--- src/rtl/interrupt_pkg.sv ---
// Shared types and constants for the interrupt issuer: source count, payload width,
// FSM states and the one-hot source encodings (A is the MSB).
package interrupt_pkg;

  localparam int NUM_SRC = 4;
  localparam int DATA_W  = 8;

  typedef enum logic [1:0] {
    IDLE  = 2'd0,
    ISSUE = 2'd1,
    GAP   = 2'd2
  } state_t;

  localparam logic [NUM_SRC-1:0] SRC_NONE = 4'b0000;
  localparam logic [NUM_SRC-1:0] SRC_A    = 4'b1000;
  localparam logic [NUM_SRC-1:0] SRC_B    = 4'b0100;
  localparam logic [NUM_SRC-1:0] SRC_C    = 4'b0010;
  localparam logic [NUM_SRC-1:0] SRC_D    = 4'b0001;

  typedef logic [NUM_SRC-1:0][DATA_W-1:0] payload_t;

  // AND-OR mux of the payload bank by a one-hot select; zero when nothing is selected.
  function automatic logic [DATA_W-1:0] pick_payload(input logic [NUM_SRC-1:0] sel,
                                                     input payload_t           bank);
    logic [DATA_W-1:0] res;
    res = '0;
    for (int i = 0; i < NUM_SRC; i++) begin
      if (sel[i]) res = res | bank[i];
    end
    return res;
  endfunction

endpackage

--- src/rtl/irq_priority_enc.sv ---
// Fixed-priority encoder: one-hot grant for the highest set pending bit (source A = MSB wins).
module irq_priority_enc
  import interrupt_pkg::*;
(
  input  logic [NUM_SRC-1:0] pending_i,
  output logic [NUM_SRC-1:0] grant_o
);

  // NOTE: combinational outputs get a default before any conditional assignment so no latch is inferred.
  always_comb begin
    grant_o = SRC_NONE;
    // Ascending scan: the last (highest) set bit overwrites lower ones.
    for (int i = 0; i < NUM_SRC; i++) begin
      if (pending_i[i]) grant_o = NUM_SRC'(1) << i;
    end
  end

endmodule

--- src/rtl/interrupt_issuer.sv ---
// Latches per-source events with payloads, issues them one at a time by fixed priority
// and waits for ack. Optional macro IRQ_TIMEOUT_EN adds an ISSUE timeout of TIMEOUT_CYCLES.
module interrupt_issuer
  import interrupt_pkg::*;
#(
  parameter int TIMEOUT_CYCLES = 16
) (
  input  logic               clk,
  input  logic               rst_n,
  input  logic [NUM_SRC-1:0] event_i,
  input  logic [DATA_W-1:0]  a_i,
  input  logic [DATA_W-1:0]  b_i,
  input  logic [DATA_W-1:0]  c_i,
  input  logic [DATA_W-1:0]  d_i,
  input  logic               ack_i,
  input  logic               overrun_clr_i,
  output logic [NUM_SRC-1:0] interrupt_o,
  output logic [DATA_W-1:0]  data_o,
  output logic [NUM_SRC-1:0] overrun_o
);

  if (TIMEOUT_CYCLES < 1) begin : g_bad_timeout
    $error("TIMEOUT_CYCLES must be at least 1");
  end

  state_t             state_q, state_d;
  logic [NUM_SRC-1:0] pending_q, pending_d;
  payload_t           payload_q, payload_in;
  logic [NUM_SRC-1:0] grant;
  logic [NUM_SRC-1:0] irq_d;
  logic [DATA_W-1:0]  data_d;
  logic               ack_take;
  logic [NUM_SRC-1:0] clr_mask, ovr_set, capture;

  assign payload_in = {a_i, b_i, c_i, d_i};

  // interrupt_o doubles as the latched current source while in ISSUE.
  assign ack_take = (state_q == ISSUE) && ack_i;
  assign clr_mask = ack_take ? interrupt_o : SRC_NONE;

  // An event on a still-pending source is an overrun unless that source is being acked now.
  assign ovr_set   = event_i & pending_q & ~clr_mask;
  assign capture   = event_i & ~ovr_set;
  assign pending_d = (pending_q & ~clr_mask) | event_i;

  irq_priority_enc u_prio (
    .pending_i (pending_q),
    .grant_o   (grant)
  );

  // NOTE: sequential state uses non-blocking assignments so every register samples pre-edge values.
  always_ff @(posedge clk or negedge rst_n) begin
    if (!rst_n) begin
      pending_q <= '0;
      overrun_o <= '0;
      // NOTE: the payload bank is reset so data_o can never expose values from before reset.
      payload_q <= '0;
    end else begin
      pending_q <= pending_d;
      overrun_o <= (overrun_o & ~{NUM_SRC{overrun_clr_i}}) | ovr_set;
      for (int s = 0; s < NUM_SRC; s++) begin
        if (capture[s]) payload_q[s] <= payload_in[s];
      end
    end
  end

`ifdef IRQ_TIMEOUT_EN
  localparam int TMO_W = $clog2(TIMEOUT_CYCLES + 1);
  logic [TMO_W-1:0] tmo_q, tmo_d;
`endif

  always_comb begin
    state_d = state_q;
    irq_d   = interrupt_o;
    data_d  = data_o;
`ifdef IRQ_TIMEOUT_EN
    tmo_d   = '0;
`endif
    unique case (state_q)
      IDLE: begin
        if (|pending_q) begin
          state_d = ISSUE;
          irq_d   = grant;
          data_d  = pick_payload(grant, payload_q);
        end
      end
      ISSUE: begin
        if (ack_i) begin
          state_d = GAP;
          irq_d   = SRC_NONE;
          data_d  = '0;
        end
`ifdef IRQ_TIMEOUT_EN
        // Timeout leaves pending set so the source competes again at the next arbitration.
        else if (tmo_q == TMO_W'(TIMEOUT_CYCLES - 1)) begin
          state_d = GAP;
          irq_d   = SRC_NONE;
          data_d  = '0;
        end else begin
          tmo_d = tmo_q + 1'b1;
        end
`endif
      end
      GAP: state_d = IDLE;
      default: begin
        state_d = IDLE;
        irq_d   = SRC_NONE;
        data_d  = '0;
      end
    endcase
  end

  always_ff @(posedge clk or negedge rst_n) begin
    if (!rst_n) begin
      state_q     <= IDLE;
      interrupt_o <= SRC_NONE;
      data_o      <= '0;
    end else begin
      state_q     <= state_d;
      interrupt_o <= irq_d;
      data_o      <= data_d;
    end
  end

`ifdef IRQ_TIMEOUT_EN
  always_ff @(posedge clk or negedge rst_n) begin
    if (!rst_n) tmo_q <= '0;
    else        tmo_q <= tmo_d;
  end
`endif

endmodule

--- config.mk ---
export PLATFORM = sky130hd
export DESIGN_NAME = interrupt_issuer
export DESIGN_NICKNAME = d
export VERILOG_FILES = /design/src/rtl/interrupt_pkg.sv /design/src/rtl/irq_priority_enc.sv /design/src/rtl/interrupt_issuer.sv
export SDC_FILE = /design/constraint.sdc
export NUM_CORES = 1
export LEC_CHECK = 0
export BUFFER_PORTS_ARGS = -buffer_cell sky130_fd_sc_hd__buf_2
export CAP_MARGIN = 20
export CORE_UTILIZATION = 53
export CTS_CLUSTER_DIAMETER = 50
export DETAILED_ROUTE_END_ITERATION = 7
export PLACE_DENSITY = 0.79
export SETUP_SLACK_MARGIN = 0.3
export SYNTH_ARGS = -nofsm -noshare
export SYNTH_HDL_FRONTEND = slang
export SYNTH_SLANG_ARGS = --single-unit
--- constraint.sdc ---
create_clock -name clk -period 1.8 [get_ports clk]
set_input_delay 0.36 -clock clk [delete_from_list [all_inputs] [get_ports clk]]
set_output_delay 0.36 -clock clk [all_outputs]
set_load 0.05 [all_outputs]
After elaboration in Yosys (flattened, before gate mapping)
Cells that the tools add are included.

Register bits after elaboration: 54. Logic and storage cells: 56.

Equal/unequal tests: 4. Muxes and demuxes: 24. Bitwise gates (word level): 14. Reduce and logical (&&, ||, !) cells: 5.

Operator list (count): $mux W8 (12); $or A8 B8 Y8 (3); $pmux W8 S3 (1); $and A4 B4 Y4 (5); $mux W4 (4); $not A4 Y4 (3); $pmux W4 S3 (1); $or A4 B4 Y4 (2); $mux W2 (3); $ne A2 B2 Y1 const B (2); $pmux W2 S2 (1); $reduce_or A4 Y1 (1); $mux W3 (1); $reduce_and A3 Y1 (1); $eq A2 B1 Y1 const B (1); $eq A2 B2 Y1 const B (1); $logic_not A2 Y1 (1); $reduce_and A2 Y1 (1); $logic_and A1 B1 Y1 (1); $mux W1 (1); $not A1 Y1 (1).

Longest topological paths before layout
Gate-level depths: netlist (run 1).

Depth after elaboration: 19. Depth in mapped cells: 5. Mapped depth without buffers: 3.

Cells and area by module
Synthesis (run 1) repeated with hierarchy kept, for this count alone.

Cells, all modules: 161. Area, all modules: 2267.2 µm².

Modules (own cells, without submodules): interrupt_issuer (times used 1, cells an instance 157, area each 2230.9 µm², sequential area each 1351.3 µm²); irq_priority_enc (times used 1, cells an instance 4, area each 36.3 µm², sequential area each 0.0 µm²).

Worst setup path after synthesis (run 1)
OpenSTA, ideal clock, no wires.

Path type: flip-flop to flip-flop. Start: register interrupt_o[0]. End: register payload_q[0] in the netlist's numbering. Arrival: 1520 ps. Data required time: 1675 ps. Slack: 155 ps. Cell stages (with the launch flop): 4. Path buffers: 0. Clock period less this slack: 1645 ps. Cell sequence: dfrtp_1 -> nand4b_1 -> a21boi_2 -> mux2_2.

Word-level cells in the longest chain between the ends: 5.

Ends and longest elaborated chain: from (decl) (RTL line interrupt_issuer.sv:17) `output logic [NUM_SRC-1:0] interrupt_o,`; from (signal assigned) (RTL line interrupt_issuer.sv:120) `interrupt_o <= irq_d;`; $mux W4 (RTL line interrupt_issuer.sv:39) `assign clr_mask = ack_take ? interrupt_o : SRC_NONE;`; $not A4 Y4 (RTL line interrupt_issuer.sv:42) `assign ovr_set = event_i & pending_q & ~clr_mask;`; $and A4 B4 Y4 (RTL line interrupt_issuer.sv:42); $not A4 Y4 (RTL line interrupt_issuer.sv:43) `assign capture = event_i & ~ovr_set;`; $and A4 B4 Y4 (RTL line interrupt_issuer.sv:43); to (signal, indexed assignment) (RTL line interrupt_issuer.sv:62) `if (capture[s]) payload_q[s] <= payload_in[s];`; to (decl) (RTL line interrupt_issuer.sv:28) `payload_t payload_q, payload_in;`.

No other way between the ends. A chain may end at the register's enable or synchronous reset.

Worst setup path in the final report (run 1)
Start: register state_q[1]. End: register payload_q[8] in the netlist's numbering.

Word-level cells in the longest chain between the ends: 7.

Ends and longest elaborated chain: from (decl) (RTL line interrupt_issuer.sv:26) `state_t state_q, state_d;`; from (signal assigned) (RTL line interrupt_issuer.sv:119) `state_q <= state_d;`; $eq A2 B1 Y1 (RTL line interrupt_issuer.sv:38) `assign ack_take = (state_q == ISSUE) && ack_i;`; $logic_and A1 B1 Y1 (RTL line interrupt_issuer.sv:38); $mux W4 (RTL line interrupt_issuer.sv:39); $not A4 Y4 (RTL line interrupt_issuer.sv:42); $and A4 B4 Y4 (RTL line interrupt_issuer.sv:42); $not A4 Y4 (RTL line interrupt_issuer.sv:43); $and A4 B4 Y4 (RTL line interrupt_issuer.sv:43).

No other way between the ends.

==> flow_metrics.tcl, run 1 <==
set metrics [dict create \
    status "complete, no violations" \
    grt_setup_unrepaired "yes" \
    drt-wirelength-per-cell_um 17.4 \
    postSynthRegisterBits 54 \
    critical_path.startpoint_type "flop" \
    wire_length_of_the_first_global_routing_pass_mm 8.45 \
    worst_ep_arrival_time_ns 1.76 \
    layout.filler_cells 299 \
    clk_path_buf_depth 2 \
    grt_antenna_before_repair 0 \
    vdd_ir_drop_max_v 0.000678 \
    max_cap_violations 0 \
    final-max-slew-violation-count 0 \
    final_period_minus_worst_setup_slack_ns 1.57 \
    die_x_um 69.4 \
    synth_edf_count 0 \
    setup_viol 0 \
    hold_start "d_i[7]" \
    initial_utilization 0.553 \
    die_h_um 69.4 \
    fmax_mhz 637 \
    slew-limit-headroom 0.699 \
    path_clk_slew_ns 0.09 \
    synth.yosys.seq_area_share 0.561 \
    fin_setup_tns_ns 0 \
    via_count_of_the_first_global_routing_pass 1706 \
    globalplace.congestion 0.863 \
    synth-async-reset-ratio 1.00 \
    num_vias 1867 \
    rows 24 \
    max_slew.worst_pin.slew_ns 0.449 \
    syn_inst 199 \
    finClkSkew_ns 0.00771 \
    totalPowerFinal_mw 3.95 \
    cellLeakagePower_nw 1.43 \
    first_pass_iters 4 \
    total_gr_overflow 0 \
    post-route-drc-count 0 \
    worstSetupPathType "flop to flop" \
    groute.usage.overall 0.226 \
    clock-sinks 54 \
    areaGrowthSynthToFinish_pct 29.7 \
    cts_made_buffers 5 \
    synth_area_um2 2410 \
    r2r_start "state_q[1]" \
    dominantRegCellSynth "dfrtp_1" \
    report.final.hold_viol_count 0 \
    root_buffer "clkbuf_8" \
    regToRegSetupSlack_ns 0.23 \
    mean_cell_area_of_the_mapped_netlist_um2 12.1 \
    total_i_o_pin_count 56 \
    postLayoutCoreUtil 0.717 \
    worstSetupStartpoint "state_q[1]" \
    final_nets 308 \
    clkLatencyLatePin_ns 0.30 \
    worst-path-max-fanout 7 \
    pin_count_of_the_biggest_net_entering_global_routing 39 \
    post-route-period-util 0.873 \
    htreeDepth 2 \
    post-dp-hpwl_mm 3.61 \
    clock_tree_from_tritoncts "yes" \
    fraction_of_layout_cells_with_a_size_suffix_above_1 0.474 \
    count_of_cell_types_in_the_netlist 32 \
    dr.first_iter.drc_count 123 \
    hp-class "input pin to flop" \
    floorplan.die_area_um2 4820 \
    powerDensity_nw_per_um2 1260 \
    detail_route.vias_per_cell 5.83 \
    io_buffers 55 \
    ant_nets 0 \
    synth_fp_nets 239 \
    worstPathRequired_ns 1.99 \
    antenna-diode-count 0 \
    core_area_um2 4350 \
    totalWireLength_mm 5.56 \
    synth-warning-count 0 \
    critical_path.endpoint_type "flop" \
]
routing by layer:
metal  vias to the layer above  wire length (um)  part of all wire  global-route usage
met5                         -                 0                 0                   0
met4                         0               117             0.021              0.0590
met3                        15               317             0.057              0.0480
met2                        71              2720              0.49               0.356
met1                       906              2400              0.43               0.322
li1                        875                 -                 -                   -
repair_timing:
action                     in CTS  in global routing
pin swaps                       3                  4
hold buffers                    1                  0
setup endpoints to repair      32                 41
setup buffers                   5                  3
hold endpoints to repair       16                  0
gates cloned                    0                  1
resized for setup               4                 24
flip-flops by register name, indices dropped and copies added, names as in the netlist:
signal and flops:
payload_q 32, state_q 2, pending_q 4, overrun_o 4, interrupt_o 4, data_o 8
logic make-up (layout without fill, tap and decap cells):
logic type | count (synthesis) | in the layout | share of synthesized area
AOI/OAI and AO/OA | 56 | 56 | 0.175
buffers and inverters | 21 | 89 | 0.0385
DFF | 54 | 54 | 0.561
muxes | 24 | 24 | 0.112
and+or+nand+nor | 44 | 45 | 0.113
where the power goes:
part,switching [mW],internal [mW]
Combinational,0.809,0.576
Clock,0.374,0.445
Sequential,0.195,1.55
Total,1.38,2.57
path summary, 6_finish.rpt:
path,endpoint,depth (start not counted)
setup / recovery,payload_q[8],4
hold / removal,payload_q[7],2
setup reg to reg,payload_q[8],4
hold reg to reg,payload_q[22],1
max in group asynchronous,interrupt_o[3],3
min in group asynchronous,payload_q[11],2
final cells by class:
class,instances,area [um^2],area share
clock buffers,6,82.6,0.0264
clock inverters,1,30.0,0.00962
inverters,10,37.5,0.0120
multi-input cells,125,1070,0.344
flip-flops and latches,54,1360,0.436
well taps,52,65.1,0.0208
repair buffers,72,472,0.151
synthesized netlist by cell type (all sizes together), types with 5 or more instances:
cell,instances,area [um^2]
a21oi,9,45.0
a21boi,5,60.1
mux2,24,270
buf,8,43.8
inv,10,37.5
o22ai,8,50.1
nand3b,8,60.1
a31oi,7,43.8
nand2,16,60.1
a22o,15,131
dfrtp,54,1350
a22oi,7,52.6
per-stage QoR:
step	setup WS, ns	cells	hold slack [ns]	instance area (um^2)
after floorplan	0.306	199	0.0644	2430
after global placement	0.198	303	0.304	2790
after detailed placement	0.165	303	0.309	2790
after CTS	0.291	316	0.280	2990
after global routing	0.171	320	0.273	3120
final	0.229	320	0.281	3120
cells in the final DEF, fill, tap and decap left out, types with 4 or more instances in the layout:
cell,n
a21boi_4,4
a22oi_1,6
nand4b_1,4
nand3b_1,8
clkbuf_8,6
a22o_1,15
buf_2,55
or2_2,4
dfrtp_1,46
mux2_2,10
buf_12,5
a31oi_1,7
a21oi_1,9
mux2_4,14
nand2_1,16
dfrtp_2,8
inv_1,10
buf_4,10
o22ai_1,8
worst max-delay path: stages (launching register included):
cell and delay [ns]:
dfrtp_2 0.47, nand4b_1 0.28, a21boi_4 0.24, buf_12 0.15, mux2_2 0.33
No activity file was read; power rests on OpenSTA's default activity.
==> inputs of run 2 (changes only) <==
--- a/config.mk
+++ b/config.mk
@@ -7,10 +7,9 @@
 export LEC_CHECK = 0
 export BUFFER_PORTS_ARGS = -buffer_cell sky130_fd_sc_hd__buf_2
 export CAP_MARGIN = 20
-export CORE_UTILIZATION = 53
+export CORE_UTILIZATION = 40
 export CTS_CLUSTER_DIAMETER = 50
 export DETAILED_ROUTE_END_ITERATION = 7
-export PLACE_DENSITY = 0.79
 export SETUP_SLACK_MARGIN = 0.3
 export SYNTH_ARGS = -nofsm -noshare
 export SYNTH_HDL_FRONTEND = slang
==> flow_metrics.tcl, run 2 (synthesis results as in run 1) <==
set metrics [dict create \
    htreeDepth 2 \
    hold-worst-slack_ns -0.0000728 \
    max_cap_violations 0 \
    dr.first_iter.drc_count 87 \
    timing.critical_path.slowest_cell_delay_ns 0.60 \
    fmax_mhz 664 \
    wire_length_of_the_first_global_routing_pass_mm 8.89 \
    final_nets 306 \
    initial_utilization 0.427 \
    globalplace.congestion 0.773 \
    worst_ep_arrival_time_ns 1.68 \
    powerDensity_nw_per_um2 1310 \
    final_period_minus_worst_setup_slack_ns 1.51 \
    layout_commonest_cell "buf_2" \
    hp-class "input pin to asynchronous set/reset pin" \
    core_area_um2 5640 \
    clock-sinks 54 \
    antenna-diode-count 0 \
    detail_route.vias_per_cell 5.39 \
    die_h_um 79.6 \
    finClkSkew_ns 0.00873 \
    max_slew.worst_pin.slew_ns 0.485 \
    groute.usage.overall 0.190 \
    layout.filler_cells 534 \
    post-dp-hpwl_mm 4.03 \
    status "complete, but fails checks" \
    pin_count_of_the_biggest_net_entering_global_routing 23 \
    layout.cells.most_common_list "buf_2 (55), dfrtp_1 (46), mux2_4 (19)" \
    r2r_start "pending_q[3]" \
    largest_registers "payload_q (32), data_o (8)" \
    postLayoutCoreUtil 0.556 \
    floorplan.die_area_um2 6330 \
    fin_setup_tns_ns 0 \
    worstSetupPathType "flop to flop" \
    worstPathRequired_ns 1.97 \
    placedCellCount 324 \
    final-max-slew-violation-count 0 \
    failing_checks "hold timing" \
    worst-path-max-fanout 5 \
    io_buffers 55 \
    die_x_um 79.6 \
    num_vias 1828 \
    critical_path.startpoint_type "flop" \
    timing.critical_path.slowest_stage_cell "or4_4" \
    cts_made_buffers 5 \
    worstSetupStartpoint "pending_q[3]" \
    clk_path_buf_depth 2 \
    root_buffer "clkbuf_8" \
    drt-wirelength-per-cell_um 16.9 \
    ant_nets 0 \
    path_clk_slew_ns 0.10 \
    setup_viol 0 \
    post-route-period-util 0.837 \
    grt_antenna_before_repair 0 \
    total_i_o_pin_count 56 \
    total_gr_overflow 0 \
    rows 27 \
    regMostFlops "payload_q" \
    vdd_ir_drop_max_v 0.000761 \
    areaGrowthSynthToFinish_pct 30.4 \
    slew-limit-headroom 0.675 \
    post_layout_nonfiller_instances 339 \
    flip_flop_count_of_the_largest_register_all_copies_and_words_added 32 \
    critical_path.endpoint_type "flop" \
    clkLatencyLatePin_ns 0.31 \
    cellLeakagePower_nw 1.43 \
    crit_chain "or4_4, buf_4, nand2_1, o211ai_1" \
    grt_setup_unrepaired "yes" \
    via_count_of_the_first_global_routing_pass 1722 \
    post-route-drc-count 0 \
    clock_tree_from_tritoncts "yes" \
    first_pass_iters 4 \
    fraction_of_layout_cells_with_a_size_suffix_above_1 0.461 \
    report.final.hold_viol_count 1 \
    totalWireLength_mm 5.74 \
]
-- run 2: changes by cell type in the layout (fill, tap and decap cells not counted), moves of 2 or more --
cell,change
mux2_2,-5
buf_4,+2
buf_12,-2
mux2_4,+5
-- run 2: layout make-up --
| class | count | area, um^2 | area share |
|---|---|---|---|
| multi-input combinational | 125 | 1080 | 0.344 |
| sequential | 54 | 1360 | 0.434 |
| tap | 72 | 90.1 | 0.0287 |
| clock buffer | 6 | 82.6 | 0.0263 |
| timing repair buffer | 70 | 425 | 0.136 |
| clock inverter | 2 | 60.1 | 0.0191 |
| inverter | 10 | 37.5 | 0.0120 |
-- run 2: what timing repair did --
item | 4_1_cts | 5_1_grt
resized for setup | 4 | 24
gates cloned | 0 | 1
endpoints found under the setup margin | 35 | 31
buffers inserted | 2 | 4
hold buffers | 0 | 0
pin swaps | 4 | 2
-- run 2: worst paths after layout --
check,endpoint,slack [ns],depth (start not counted)
setup reg to reg,data_o[7],0.29,4
setup / recovery,data_o[7],0.29,4
hold / removal,overrun_o[1],-0.00007,1
hold reg to reg,overrun_o[2],0.52,1
min in group clk,payload_q[2],0.28,2
max in group asynchronous,pending_q[3],1.13,2
-- run 2: power by group --
part           total [mW]  leakage [nW]  switching [mW]  internal [mW]
combinational        1.39         0.718           0.821          0.567
clock               0.989        0.0714           0.396          0.593
sequential           1.74         0.643           0.188           1.55
total                4.12          1.43            1.41           2.71
-- run 2: metrics by stage --
stage / worst slack [ns] / hold slack (ns) / total power [mW] / area (um^2)
after global routing: 0.236 / 0.0149 / 4.33 / 3140
after global placement: 0.197 / 0.349 / 3.01 / 2810
after CTS: 0.287 / 0.00174 / 4.05 / 2990
final: 0.294 / -0.0000728 / 4.12 / 3140
after detailed placement: 0.166 / 0.343 / 3.05 / 2810
after floorplan: 0.306 / 0.0644 / 2.66 / 2430
-- run 2: per-layer routing --
metal / vias up / global-route usage / share of wire
met5: - / 0 / 0
met4: 0 / 0.0600 / 0.0085
met3: 5 / 0.0366 / 0.056
met2: 58 / 0.287 / 0.46
met1: 896 / 0.274 / 0.47
li1: 869 / - / -
-- run 2: critical path: cells and delay by family (launching register included) --
family | cells | cell delay (ns)
AND/OR/NAND/NOR | 2 | 0.65
flip-flops | 1 | 0.46
buffers and inverters | 1 | 0.17
AO/OA/AOI/OAI | 1 | 0.09
==> inputs of run 3 (changes only) <==
==> constraint.sdc (replaced) <==
create_clock -name clk -period 1.35 [get_ports clk]
set_input_delay 0.27 -clock clk [delete_from_list [all_inputs] [get_ports clk]]
set_output_delay 0.27 -clock clk [all_outputs]
set_load 0.05 [all_outputs]
==> flow_metrics.tcl, run 3 (synthesis results as in run 1) <==
set metrics [dict create \
    status "complete, but fails checks" \
    failing_checks "setup timing" \
    largest_registers "payload_q (32), data_o (8)" \
    finClkSkew_ns 0.00768 \
    global_route.peak_usage_layer "met2" \
    areaGrowthSynthToFinish_pct 50.4 \
    final_nets 336 \
    pin_count_of_the_biggest_net_entering_global_routing 55 \
    report.final.hold_viol_count 0 \
    root_buffer "clkbuf_8" \
    critPathTopFamily "flip-flops" \
    max_cap_violations 0 \
    total_gr_overflow 0 \
    fraction_of_layout_cells_with_a_size_suffix_above_1 0.582 \
    worstSetupPathType "flop to flop" \
    hp-class "input pin to flop" \
    antenna-diode-count 0 \
    grt_util_met3 0.0389 \
    wire_length_of_the_first_global_routing_pass_mm 10.2 \
    critical_path.startpoint_type "flop" \
    grt_util_met2 0.344 \
    slew-limit-headroom 0.793 \
    grt_util_met1 0.304 \
    place_worst_setup_slack_ns -0.180 \
    via_count_of_the_first_global_routing_pass 1986 \
    grt_setup_unrepaired "yes" \
    path_clk_slew_ns 0.10 \
    core_area_um2 5640 \
    worst-path-max-fanout 8 \
    worstPathRequired_ns 1.55 \
    final-max-slew-violation-count 0 \
    clkLatencyLatePin_ns 0.31 \
    regMostFlops "payload_q" \
    drt-wirelength-per-cell_um 17.1 \
    post-route-drc-count 0 \
    max_slew.worst_pin.slew_ns 0.308 \
    total_i_o_pin_count 56 \
    powerDensity_nw_per_um2 1600 \
    cts_made_buffers 5 \
    die_h_um 79.6 \
    initial_utilization 0.427 \
    fmax_mhz 670 \
    groute.usage.overall 0.215 \
    io_buffers 55 \
    clk_path_buf_depth 2 \
    first_pass_iters 4 \
    path_buf_inv 1 \
    num_vias 1960 \
    crit_chain "nand4b_1, a21boi_4, buf_12, mux2_4" \
    floorplan.die_area_um2 6330 \
    flip_flop_count_of_the_largest_register_all_copies_and_words_added 32 \
    die_x_um 79.6 \
    critical_path.endpoint_type "flop" \
    globalplace.congestion 0.731 \
    detail_route.vias_per_cell 5.31 \
    setup_viol 44 \
    htreeDepth 2 \
    layout.cells.most_common_list "dfrtp_1 (49), buf_2 (40), buf_4 (29)" \
    dr.first_iter.drc_count 89 \
    timing.critical_path.slowest_stage_cell "dfrtp_1" \
    hold-worst-slack_ns 0.183 \
    worst_ep_arrival_time_ns 1.69 \
    rows 27 \
    vdd_ir_drop_max_v 0.00144 \
    setup_ws_ns -0.142 \
    layout_commonest_cell "dfrtp_1" \
    layout.filler_cells 428 \
    final_period_minus_worst_setup_slack_ns 1.49 \
    cellLeakagePower_nw 1.66 \
    clock-sinks 54 \
    totalPowerFinal_mw 5.80 \
    ant_nets 0 \
    post-route-period-util 1.10 \
    grt_antenna_before_repair 0 \
    timing.critical_path.slowest_cell_delay_ns 0.41 \
    clock_tree_from_tritoncts "yes" \
    post-dp-hpwl_mm 4.22 \
    totalWireLength_mm 6.31 \
]
[run 3: changes by cell type in the layout (fill, tap and decap cells not counted), sizes merged]
cell         previous run  this run
dlygate4sd3             0         1
buf                    70        99
clkinv                  0         1
bufinv                  2         0
clkinvlp                0         1
[run 3: timing repair]
action,CTS,global route
gates resized for setup,63,33
endpoints found under the hold margin,54,0
pin swaps,8,20
endpoints found under the setup margin,69,69
gates cloned,2,2
hold buffers,1,0
buffers inserted,11,7
[run 3: stage by stage]
step                utilization  setup TNS, ns  instances  cell area, um^2
global placement          0.533          -4.17        338             3010
CTS                       0.610          -3.99        360             3440
detailed placement        0.533          -4.72        338             3010
floorplan                     -          -3.74        199             2500
global route              0.642          -6.60        369             3620
finish                    0.642          -4.48        369             3620
[run 3: per-layer routing]
metal  vias up  part of all wire  routed length (um)
met2        56              0.48                3060
met1       968              0.47                2970
met3         4             0.039                 249
li1        932                 -                   -
met5         -                 0                   0
met4         0            0.0051                  32
[run 3: final timing paths]
check                            endpoint  cells after the start          start  slack (ns)
max                          payload_q[9]                      4     state_q[1]       -0.14
min                         payload_q[16]                      2         b_i[0]        0.18
max reg2reg                  payload_q[9]                      4     state_q[1]       -0.14
min reg2reg                 payload_q[15]                      1  payload_q[15]        0.52
max in group asynchronous    pending_q[1]                      3          rst_n        0.60
min in group asynchronous  interrupt_o[0]                      3          rst_n        0.48
[run 3: worst reg2reg max path, cell delays in order, from the launching register on]
cell	delay (ns)
dfrtp_1	0.41
nand4b_1	0.29
a21boi_4	0.22
buf_12	0.15
mux2_4	0.30
[run 3: layout make-up]
type	instances	area [um^2]	share of cell area
clock buffers	6	82.6	0.0228
repair buffers	100	816	0.225
flip-flops and latches	54	1360	0.375
multi-input cells	125	1220	0.338
inverters	10	37.5	0.0104
well taps	72	90.1	0.0249
clock inverters	2	12.5	0.00346
[run 3: power by group]
group | internal, mW | leakage, nW | switching [mW]
clock | 0.414 | 0.0472 | 0.547
sequential | 2.07 | 0.646 | 0.285
combinational | 1.26 | 0.965 | 1.23
total | 3.74 | 1.66 | 2.06
